`src/rtl/mem_port_arbiter_pkg.sv`:
```
// arb_types: FSM state type and default widths shared by mem_port_arbiter and rr_grant
package arb_types;
  typedef enum logic {IDLE, BUSY} arb_state_t;
  localparam int DEF_NUM_CH = 2;
  localparam int DEF_ADDR_W = 32;
  localparam int DEF_DATA_W = 32;
endpackage

```
`src/rtl/mem_port_arbiter_rr_grant.sv`:
```
// rr_grant: combinational one-hot grant of the first requester found at or after ptr_i
module rr_grant
  import arb_types::*;
#(
  parameter int NUM_CH = DEF_NUM_CH,
  parameter int IDX_W  = (NUM_CH > 1) ? $clog2(NUM_CH) : 1
) (
  input  logic [NUM_CH-1:0] req_i,
  input  logic [IDX_W-1:0]  ptr_i,
  output logic [NUM_CH-1:0] gnt_o,
  output logic [IDX_W-1:0]  idx_o
);
  int j;
  // walk from lowest to highest priority so the winning requester is written last
  always_comb begin
    j = 0;
    idx_o = '0;
    for (int k = NUM_CH - 1; k >= 0; k--) begin
      j = (int'(ptr_i) + k) % NUM_CH;
      if (req_i[j]) idx_o = j[IDX_W-1:0];
    end
    gnt_o = '0;
    if (|req_i) gnt_o[idx_o] = 1'b1;
  end
endmodule

```
`src/rtl/mem_port_arbiter.sv`:
```
// mem_port_arbiter: NUM_CH requesters share one memory port, one transaction in flight.
// Define ARB_ROUND_ROBIN_EN for round-robin arbitration; otherwise the lowest index wins.
module mem_port_arbiter
  import arb_types::*;
#(
  parameter int NUM_CH = DEF_NUM_CH,
  parameter int ADDR_W = DEF_ADDR_W,
  parameter int DATA_W = DEF_DATA_W
) (
  input  logic                       clk,
  input  logic                       rst,
  input  logic [NUM_CH-1:0]          ch_read,
  input  logic [NUM_CH-1:0]          ch_write,
  input  logic [NUM_CH*ADDR_W-1:0]   ch_addr,
  input  logic [NUM_CH*DATA_W-1:0]   ch_wdata,
  input  logic [NUM_CH*DATA_W/8-1:0] ch_mbe,
  output logic [NUM_CH-1:0]          ch_resp,
  output logic [DATA_W-1:0]          ch_rdata,
  output logic                       mem_read,
  output logic                       mem_write,
  output logic [ADDR_W-1:0]          mem_addr,
  output logic [DATA_W-1:0]          mem_wdata,
  output logic [DATA_W/8-1:0]        mem_mbe,
  input  logic                       mem_resp,
  input  logic [DATA_W-1:0]          mem_rdata
);
  localparam int IDX_W = (NUM_CH > 1) ? $clog2(NUM_CH) : 1;
  localparam int MBE_W = DATA_W / 8;
  arb_state_t state_q, state_d;
  logic [IDX_W-1:0] grant_q, grant_d, gidx, ptr;
  logic [NUM_CH-1:0] req, gnt;
  logic rd_q, rd_d, wr_q, wr_d;
  logic [ADDR_W-1:0] addr_q, addr_d;
  logic [DATA_W-1:0] wdata_q, wdata_d;
  logic [MBE_W-1:0] mbe_q, mbe_d;
  assign req = ch_read | ch_write;
  rr_grant #(.NUM_CH(NUM_CH), .IDX_W(IDX_W)) u_grant (
    .req_i(req),
    .ptr_i(ptr),
    .gnt_o(gnt),
    .idx_o(gidx)
  );
`ifdef ARB_ROUND_ROBIN_EN
  logic [IDX_W-1:0] ptr_q, ptr_d;
  assign ptr_d = (gidx == IDX_W'(NUM_CH - 1)) ? '0 : gidx + 1'b1;
  // move priority to the channel after each new grant
  always_ff @(posedge clk or posedge rst)
    if (rst) ptr_q <= '0;
    else if (state_q == IDLE && |req) ptr_q <= ptr_d;
  assign ptr = ptr_q;
`else
  assign ptr = '0;
`endif
  // latch the winner's command in IDLE, hold it until the memory answers in BUSY
  always_comb begin
    state_d = state_q;
    grant_d = grant_q;
    rd_d = rd_q;
    wr_d = wr_q;
    addr_d = addr_q;
    wdata_d = wdata_q;
    mbe_d = mbe_q;
    if (state_q == IDLE && |req) begin
      state_d = BUSY;
      grant_d = gidx;
      rd_d = |(gnt & ch_read & ~ch_write);
      wr_d = |(gnt & ch_write);
      addr_d = ch_addr[int'(gidx)*ADDR_W +: ADDR_W];
      wdata_d = ch_wdata[int'(gidx)*DATA_W +: DATA_W];
      mbe_d = ch_mbe[int'(gidx)*MBE_W +: MBE_W];
    end else if (state_q == BUSY && mem_resp) begin
      state_d = IDLE;
      rd_d = 1'b0;
      wr_d = 1'b0;
    end
  end
  // state and downstream command registers
  always_ff @(posedge clk or posedge rst)
    if (rst) begin
      state_q <= IDLE;
      grant_q <= '0;
      rd_q <= 1'b0;
      wr_q <= 1'b0;
      addr_q <= '0;
      wdata_q <= '0;
      mbe_q <= '0;
    end else begin
      state_q <= state_d;
      grant_q <= grant_d;
      rd_q <= rd_d;
      wr_q <= wr_d;
      addr_q <= addr_d;
      wdata_q <= wdata_d;
      mbe_q <= mbe_d;
    end
  // completion goes straight back to the granted channel in the response cycle
  always_comb begin
    ch_resp = '0;
    if (state_q == BUSY && mem_resp) ch_resp[grant_q] = 1'b1;
  end
  assign ch_rdata = mem_rdata;
  assign mem_read = rd_q;
  assign mem_write = wr_q;
  assign mem_addr = addr_q;
  assign mem_wdata = wdata_q;
  assign mem_mbe = mbe_q;
endmodule
```
`config.mk`:
```
export PLATFORM = sky130hd
export DESIGN_NAME = mem_port_arbiter
export DESIGN_NICKNAME = d
export VERILOG_FILES = /design/src/rtl/mem_port_arbiter_pkg.sv /design/src/rtl/mem_port_arbiter_rr_grant.sv /design/src/rtl/mem_port_arbiter.sv
export SDC_FILE = /design/constraint.sdc
export NUM_CORES = 1
export LEC_CHECK = 0
export BUFFER_PORTS_ARGS = -buffer_cell sky130_fd_sc_hd__buf_4
export CORE_AREA = 2 2 108 110
export DETAILED_ROUTE_END_ITERATION = 8
export DIE_AREA = 0 0 110 112
export GPL_TIMING_DRIVEN = 0
export PLACE_DENSITY = 0.68
export SYNTH_ARGS = -nofsm -noshare
export SYNTH_HDL_FRONTEND = slang
export SYNTH_SLANG_ARGS = --single-unit
```
`constraint.sdc`:
```
create_clock -name clk -period 2.01 [get_ports clk]
set_clock_uncertainty 0.05 [all_clocks]
set_input_delay 0.1005 -clock clk [delete_from_list [all_inputs] [get_ports clk]]
set_output_delay 0.1005 -clock clk [all_outputs]
set_load 0.005 [all_outputs]
```
==> metrics.yaml <==
clk_latency_ps: 320
rsz0062_at_grt: "false"
p_sw_mw: 1.21
first_pass_iters: 4
clock-root-buffer: "clkbuf_16"
ioPinCount: 279
fmax_mhz: 535
hold_viol: 0
totalWireLength_microns: 12000
rows: 39
initial_core_util_pct: 30.3
cts_max_path_buffers: 2
die_area_sq_mm: 0.0123
worstSetupStartpoint: "state_q"
coreArea_sq_mm: 0.0112
fp.dieH_microns: 112
dp_hpwl_microns: 8480
grt-ovfl-total: 0
end_kind: "flop"
drtIter0Drc: 199
grt_busiest_layer: "met2"
cts_tree: "yes"
antenna_found_initial: 0
cp.arrival_ps: 2080
yosysSeqAreaShare_pct: 53.1
viasPerCell: 4.71
numCtsBuffers: 9
nNetsFinal: 785
area_delta_synth_final_pct: 89.8
synth_seq_cells: 72
pwr-share-seq_pct: 38.2
required_ps: 2220
num_vias: 3558
status: "completed"
tightestPinTransition_ps: 878
holdCritStartpoint: "ch_addr[8]"
vdd_ir_drop_max_mv: 0.398
hp-class: "primary input to flop"
slew_viol_final: 0
drive_gt1_share_pct: 50.1
diodes: 0
layout_min_cycle_time_ps: 1870
power_leakage_nw: 3.22
r2r_end: "mem_wdata[10]"
grtUsageMet2_pct: 33.5
multi_input_area_sq_mm: 0.00123
use_met3_pct: 5.50
worstRegToRegCells: 5
worstHoldPathCells: 3
drc_errors: 0
cp-start-kind: "flop"
n_fill_cell: 938
grtUsageMet1_pct: 20.6
syn_inst: 283
power.internal_mw: 3.67
post_drt_wl_per_cell_microns: 15.8
min_to: "mem_addr[8]"
p_clk_share_pct: 34.4
gp_congestion: 0.729
critical_path_class: "flop to flop"
placed_area_sq_mm: 0.00542
fin_area_sq_mm: 0.00643
combPwrFrac_pct: 27.4
fin_cells: 756
synth_area_sq_mm: 0.00339
power_density_mw_per_mm2: 758
cp_max_fo: 10
max-slew-margin-rel_pct: 41.5
ant_nets: 0
swShare_pct: 24.9
yosys.cell_types.count: 23
grt.total_usage_pct: 18.5
grt_start_max_net_pins: 73
h-tree-depth: 3
r2r_slack_ps: 140
power_mw: 4.88
cts.sink_count: 72
clkTransAtPathRegs_ps: 60
place_inst: 672
grt_pass1_vias: 3758
synthesis.nets: 458
die_w_microns: 110
period_share_pct: 93.0
avgSynthCellArea_sq_um: 12.0
final-seq-area_sq_mm: 0.00180
setup_viol: 0
r2r_start: "state_q"
cap_violations: 0
post_cts_buffers: 0
yosys_warnings: 0
io_buffers: 246
grt_pass1_wl_microns: 17900
## how the worst max path moves through the flow
stage | endpoint | slack (ps) | cells after the start
global route | mem_wdata[8] | 40 | 5
global placement | mem_mbe[2] | -880 | 2
finish | mem_wdata[10] | 140 | 5
floorplan | grant_q | 30 | 1
detailed placement | mem_wdata[10] | 30 | 5
CTS | mem_wdata[10] | 10 | 5
## state kept, by name, indices dropped and copies added (netlist names)
signal	cells
grant_q	1
mem_addr	32
mem_mbe	4
mem_read	1
mem_wdata	32
mem_write	1
state_q	1
## logic make-up (layout without fill, tap and decap cells)
family / after synthesis / count (layout) / share of synthesized area, %
simple gates: 78 / 78 / 14.1
buf+inv: 57 / 387 / 10.8
compound gates: 75 / 75 / 21.6
flops: 72 / 72 / 53.1
mux: 1 / 1 / 0.295
## what timing repair did
item,CTS,global route
gates resized for setup,0,1
hold buffers,70,0
endpoints found under the hold margin,141,0
endpoints found under the setup margin,0,20
## area by class of cell
| type | count | area share [%] |
|---|---|---|
| clock buffer | 9 | 3.50 |
| tap | 143 | 2.78 |
| timing repair buffer | 316 | 39.6 |
| clock inverter | 5 | 1.30 |
| multi-input combinational | 154 | 19.1 |
| inverter | 3 | 0.214 |
| sequential | 72 | 28.0 |
| buffer | 54 | 5.54 |
## cells in the mapped netlist
library cell  instances  share of area (%)
dfrtp_1              72                 53
a221o_1              68                 20
and2_1               68                 13
buf_4                32                7.1
clkbuf_1             10                1.1
buf_2                 9                1.3
buf_6                 3                1.0
inv_1                 3               0.33
nor2_1                3               0.33
nand2_1               2               0.22
a2111oi_0             1               0.26
a21o_1                1               0.22
a21oi_1               1               0.15
a221oi_1              1               0.26
mux2i_1               1               0.30
nor2b_1               1               0.18
nor3_1                1               0.15
nor3_2                1               0.30
nor4_1                1               0.18
o21ai_0               1               0.15
o21ba_2               1               0.30
o21bai_1              1               0.22
or2_1                 1               0.18
## power by group through the flow
| stage | combinational, mW | clock [mW] | sequential (mW) |
|---|---|---|---|
| 4_1_cts | 1.35 | 1.72 | 1.86 |
| 2_1_floorplan | 0.440 | 0 | 1.88 |
| 3_5_place_dp | 1.24 | 0 | 1.88 |
| 5_1_grt | 1.45 | 1.79 | 1.89 |
| 6_report | 1.33 | 1.68 | 1.87 |
| 3_3_place_gp | 1.21 | 0 | 1.88 |
## placed cells by master, fill, tap and decap left out, drive strengths merged, types with 3 or more instances in the layout
cell and n:
buf 290, dfrtp 72, dlygate4sd3 70, and2 68, a221o 68, clkbuf 19, nor2 3, inv 3
## metal layers
layer	part of all wire (%)	wire, microns
met5	0	0
met4	1.1	131
met3	9.7	1160
met2	50	6000
met1	39	4680
## stage by stage
stage / utilization (%) / worst slack, ps / hold slack [ps] / TNS [ps]
after CTS: 57.5 / 14.1 / 9.15 / 0
after global routing: 57.6 / 39.8 / 28.1 / 0
after detailed placement: 48.5 / 31.6 / 272 / 0
final: 57.6 / 140 / 19.0 / 0
after floorplan: - / 34.6 / 144 / 0
after global placement: 48.5 / -878 / 252 / -62900
## worst max-delay path, stage by stage (launching register included)
cell	delay, ps
dfrtp_1	450
o21bai_1	250
nor3_4	290
buf_2	300
buf_2	270
a221o_1	190
No activity file was read; power rests on OpenSTA's default activity.
